## src/rtl/io_timer_pkg.sv

```systemverilog
// rtl/io_timer_pkg.sv - register map, bit positions and reset constants for io_timer
package io_timer_pkg;

    // Register offsets within the 4-byte window
    typedef enum logic [1:0] {
        CTRL_OFS  = 2'd0,
        COUNT_OFS = 2'd1,
        CMP_OFS   = 2'd2,
        STAT_OFS  = 2'd3
    } reg_ofs_e;

    // CTRL bit positions
    localparam int EN     = 0;
    localparam int CLRM   = 1;
    localparam int MIE    = 2;
    localparam int OIE    = 3;
    localparam int PS_LSB = 4;
    localparam int PS_MSB = 6;

    // STAT bit positions
    localparam int MF = 0;
    localparam int OF = 1;

    localparam logic [7:0] CMP_RST = 8'hFF;

endpackage

```

## src/rtl/timer_prescaler.sv

```systemverilog
// rtl/timer_prescaler.sv - 7-bit prescaler producing a tick every 2^ps enabled cycles
// Ports: clk, rst_n (async, active low), en (count enable), clr (restart from 0),
//        ps[2:0] (log2 of tick period), tick (1-cycle pulse, combinational).
module timer_prescaler
    import io_timer_pkg::*;
(
    input  logic       clk,
    input  logic       rst_n,
    input  logic       en,
    input  logic       clr,
    input  logic [2:0] ps,
    output logic       tick
);

    logic [6:0] cnt;
    logic [6:0] mask;

    // Low ps bits set; ps=0 gives an empty mask so every enabled cycle ticks.
    always_comb begin
        mask = ~(7'h7F << ps);
        tick = en & ((cnt & mask) == mask);
    end

    always_ff @(posedge clk or negedge rst_n) begin
        if (!rst_n) begin
            cnt <= 7'd0;
        end else if (clr || !en) begin
            cnt <= 7'd0;
        end else begin
            cnt <= cnt + 7'd1;
        end
    end

endmodule

```

## src/rtl/io_timer.sv

```systemverilog
// rtl/io_timer.sv - memory-mapped 8-bit timer with compare match, overflow and level IRQ
// Ports: clk, rst_n (async, active low), address[15:0], dataIn[7:0], writeEn, readEn,
//        dataOut[7:0] (registered, 0 when not read), interrupt (level, active high).
module io_timer
    import io_timer_pkg::*;
#(
    parameter logic [15:0] BASE = 16'h1000
)
(
    input  logic        clk,
    input  logic        rst_n,
    input  logic [15:0] address,
    input  logic [7:0]  dataIn,
    input  logic        writeEn,
    input  logic        readEn,
    output logic [7:0]  dataOut,
    output logic        interrupt
);

    logic       sel;
    logic [1:0] ofs;
    logic       ctrl_wr, count_wr, cmp_wr, stat_wr;
    logic [7:0] ctrl, count, cmp;
    logic       flag_mf, flag_of;
    logic       tick, tick_eff, step, match, wrap_clr, mf_set, of_set;
    logic [7:0] count_nxt, rd_data;

    always_comb begin
        sel      = (address[15:2] == BASE[15:2]);
        ofs      = address[1:0];
        ctrl_wr  = sel & writeEn & (ofs == CTRL_OFS);
        count_wr = sel & writeEn & (ofs == COUNT_OFS);
        cmp_wr   = sel & writeEn & (ofs == CMP_OFS);
        stat_wr  = sel & writeEn & (ofs == STAT_OFS);
    end

    timer_prescaler u_prescaler (
        .clk   (clk),
        .rst_n (rst_n),
        .en    (ctrl[EN]),
        .clr   (ctrl_wr),
        .ps    (ctrl[PS_MSB:PS_LSB]),
        .tick  (tick)
    );

    // A CTRL write that drops EN kills the tick of that same cycle; a COUNT
    // write overrides the tick entirely, including its flag side effects.
    always_comb begin
        tick_eff  = tick & ~(ctrl_wr & ~dataIn[EN]);
        step      = tick_eff & ~count_wr;
        match     = (count == cmp);
        wrap_clr  = match & ctrl[CLRM];
        mf_set    = step & match;
        // Match with CLRM=0 at 0xFF still wraps, so overflow is flagged too.
        of_set    = step & (count == 8'hFF) & ~wrap_clr;
        count_nxt = count;
        if (count_wr) begin
            count_nxt = dataIn;
        end else if (step) begin
            count_nxt = wrap_clr ? 8'h00 : count + 8'd1;
        end
    end

    always_comb begin
        rd_data = 8'h00;
        case (ofs)
            CTRL_OFS:  rd_data = ctrl;
            COUNT_OFS: rd_data = count;
            CMP_OFS:   rd_data = cmp;
            STAT_OFS:  rd_data = {6'd0, flag_of, flag_mf};
            default:   rd_data = 8'h00;
        endcase
    end

    always_ff @(posedge clk or negedge rst_n) begin
        if (!rst_n) begin
            ctrl      <= 8'h00;
            count     <= 8'h00;
            cmp       <= CMP_RST;
            flag_mf   <= 1'b0;
            flag_of   <= 1'b0;
            dataOut   <= 8'h00;
            interrupt <= 1'b0;
        end else begin
            if (ctrl_wr) begin
                ctrl <= {1'b0, dataIn[6:0]};
            end
            if (cmp_wr) begin
                cmp <= dataIn;
            end
            count <= count_nxt;
            // Set beats write-1-to-clear
            flag_mf <= mf_set | (flag_mf & ~(stat_wr & dataIn[MF]));
            flag_of <= of_set | (flag_of & ~(stat_wr & dataIn[OF]));
            // Read mux sees pre-write register values
            dataOut   <= (sel & readEn) ? rd_data : 8'h00;
            interrupt <= (flag_mf & ctrl[MIE]) | (flag_of & ctrl[OIE]);
        end
    end

endmodule
```

## config.mk

```make
export PLATFORM = sky130hd
export DESIGN_NAME = io_timer
export DESIGN_NICKNAME = d
export VERILOG_FILES = /design/src/rtl/io_timer_pkg.sv /design/src/rtl/timer_prescaler.sv /design/src/rtl/io_timer.sv
export SDC_FILE = /design/constraint.sdc
export NUM_CORES = 1
export LEC_CHECK = 0
export CAP_MARGIN = 10
export CORE_MARGIN = 10
export CORE_UTILIZATION = 41
export CTS_CLUSTER_SIZE = 28
export DETAILED_ROUTE_END_ITERATION = 10
export HOLD_SLACK_MARGIN = 0.08
export SYNTH_ARGS = -nofsm -noshare
export SYNTH_HDL_FRONTEND = slang
export SYNTH_SLANG_ARGS = --single-unit
```

## constraint.sdc

```tcl
create_clock -name clk -period 3.1 [get_ports clk]
set_clock_uncertainty 0.2 [all_clocks]
set_input_delay 0.465 -clock clk [delete_from_list [all_inputs] [get_ports clk]]
set_output_delay 0.465 -clock clk [all_outputs]
set_load 0.02 [all_outputs]
```

==> metrics.txt <==
status=finished, final reports clean; LEAKAGE=~1.2 nW; Die ar.=between 8000 and 9000 µm²; most frequent cell after synthesis=dfrtp_1; GPL Wtd Cong=approximately 0.83; total routed wirelength=about 5.5 mm; Synth area leaders=dfrtp_1, dfstp_2, mux2_2; first-pass GRT wire length=a little over 9 mm; Worst-Skew Late Latency=approximately 300 ps; #FFs+latches synth=a little over 40; vias in the first global route=between 1,500 and 2,000; DP Area=2690 µm²; max incr delay on CP=between 400 and 500 ps; fin nets=283; Root Driver=clkbuf_8; Yosys cell types=48; Finished Cell Area=between 2000 and 3000 µm²; Worst EP arrival=approximately 2400 ps; Setup crit end kind=flip-flop; Syn Nets=between 200 and 250; CP cell instances=clkdlybuf4s50_1, nor4_2, and4_1, nand3_2, nand2_1, o21ai_0; Overall Global Routing Usage=13.0%; post-synth top area share=between 30% and 40%; Worst Hold Class=primary input to async pin; antenna violations before repair=0; clk sink count=41; htree depth=2; area of the mapped netlist=approximately 2300 µm²; die height=about 95 µm; Vias per Instance=between 5 and 6; Synth top cells by count=dfrtp_1, nor2_1, nand2_1; unrepaired setup endpoints after global routing=no; Synth Instances=around 210; Final HPWL DP=approximately 4.2 mm; drt first pass iters=4; Critical Path Start Type=primary input; IO Pins=37; Core ar.=5440 µm²; FILL cells=slightly above 500; Synth Area per Inst=10.6 µm²; max-slew violation count=0; CP Buf/Inv Count=1; final hold vios=0; Worst-path clk slew=roughly 80 ps; critical path depth in cells=6; Reg2Reg Depth=5; DIE WIDTH=approximately 95 µm; # rows=27; CP top delay family=simple AND/OR/NAND/NOR gates; fmax=approximately 410 MHz; prevailing post-synth register cell=dfrtp_1; routed len/inst=16.8 µm; layout cells sized above 1=roughly 18%; CTS tree=done; DRC=0; CTS Buffer Depth=2; synth-to-layout area growth=21.8%; Fin Setup TNS=0 ps; fin crit share=between 70% and 80%; CP Class=primary input to flip-flop; cts bufs inserted=5; Syn. warnings=0; PortBufs=36; final setup vio count=0; largest net degree at the start of global routing=42; Max VDD drop=196 µV; fin crit period=2420 ps; Initial Util=a little over two fifths; Final ANT Viol Nets=0; max_slew headroom=roughly two fifths; max cap viols=0; Least-Margin Pin Slew=approximately 900 ps; sequential-to-total area share from yosys stat=45.5%; total setup buffers inserted after CTS=0; vias=about 1,700; EDFF count, synth=0; Setup Slack @ Placement=about 310 ps; total power=approximately 0.96 mW; Crit Path Max Fanout=9; Worst path slowest cell=and4_1; Post-synth ARST share=100%; GRT overflow=0; ant diodes=0; leading area contributor after synthesis=dfrtp_1; post-cts hold buffer count=0; initial DRC count=92; PD cells=345 nW/µm²; WP data required=about 3100 ps; Setup WS post-layout=approximately 680 ps; Resized cells post-CTS=0
worst register-to-register path, delay by kind of cell (launching register included):
| kind | cells | cell delay (ps) |
|---|---|---|
| xor+xnor | 1 | 200 |
| compound gates | 1 | 250 |
| simple gates | 3 | 930 |
| flops | 1 | 510 |
path summary, 6_finish.rpt:
kind	from	end	slack [ps]
min in group clk	cmp[0]$_DFFE_PN1P_	cmp[0]$_DFFE_PN1P_	310
worst min register to register	cmp[0]$_DFFE_PN1P_	cmp[0]$_DFFE_PN1P_	310
worst max-delay path	address[6]	ctrl[0]$_DFFE_PN0P_	680
max in group asynchronous	rst_n	interrupt$_DFF_PN0_	2050
worst max register to register	count[5]$_DFFE_PN0P_	count[1]$_DFFE_PN0P_	900
worst min-delay path	rst_n	u_prescaler.cnt[2]$_DFF_PN0_	90
through the flow:
stage	instances	hold WS [ps]	util, %
2_1_floorplan	214	-30.6	-
3_3_place_gp	318	289	49.5
4_1_cts	326	119	51.0
6_report	326	88.1	51.0
3_5_place_dp	318	309	49.5
5_1_grt	326	155	51.0
power by group:
group          leakage (nW)  internal [mW]  switching, mW  total (mW)
registers             0.533          0.535       0.000643       0.536
clock network        0.0450          0.156          0.189       0.346
logic                 0.607         0.0383         0.0357      0.0740
layout make-up:
class / instances / area (µm²) / area share, %
sequential: 41 / 1040 / 37.4
clock inverter: 2 / 10.0 / 0.361
multi-input combinational: 160 / 1160 / 42.0
clock buffer: 6 / 72.6 / 2.62
timing repair buffer: 39 / 378 / 13.6
inverter: 6 / 22.5 / 0.812
tap: 72 / 90.1 / 3.25
logic make-up after synthesis:
logic type | count (synthesis) | synth area share, %
DFF | 41 | 45.5
and+or+nand+nor | 91 | 23.3
adders and majority gates | 2 | 1.10
xor gates and xnor gates | 13 | 5.66
muxes | 21 | 11.0
AOI/OAI and AO/OA | 33 | 10.0
buffers and inverters | 13 | 3.35
routing by layer:
metal	global-route usage (%)	wire [µm]	vias to the layer above
met1	16.4	2500	853
met2	21.1	2680	25
met5	0	0	-
met4	4.49	88	0
met3	3.41	203	7
li1	-	-	850
registers in the layout, indices dropped and copies added (netlist names):
| signal | flops |
|---|---|
| flag_mf | 1 |
| interrupt | 1 |
| flag_of | 1 |
| cmp | 8 |
| ctrl | 7 |
| dataOut | 8 |
| count | 8 |
| u_prescaler.cnt | 7 |
placed cells by master (no fill, tap or decap), types with 3 or more instances in the layout:
cell,count
dfstp_2,8
nor4_2,3
mux2i_1,6
nand3_1,11
dfrtp_1,33
xor2_1,4
nor2_1,25
xnor2_1,7
and2_1,6
clkdlybuf4s50_1,35
nand2_1,15
nor2b_1,3
a21oi_1,9
buf_4,3
clkbuf_8,5
o211ai_1,3
o21ai_0,6
mux2_2,13
and3_1,6
nand4_1,7
a221o_1,3
inv_1,6
(Power assumes the default switching activity.)
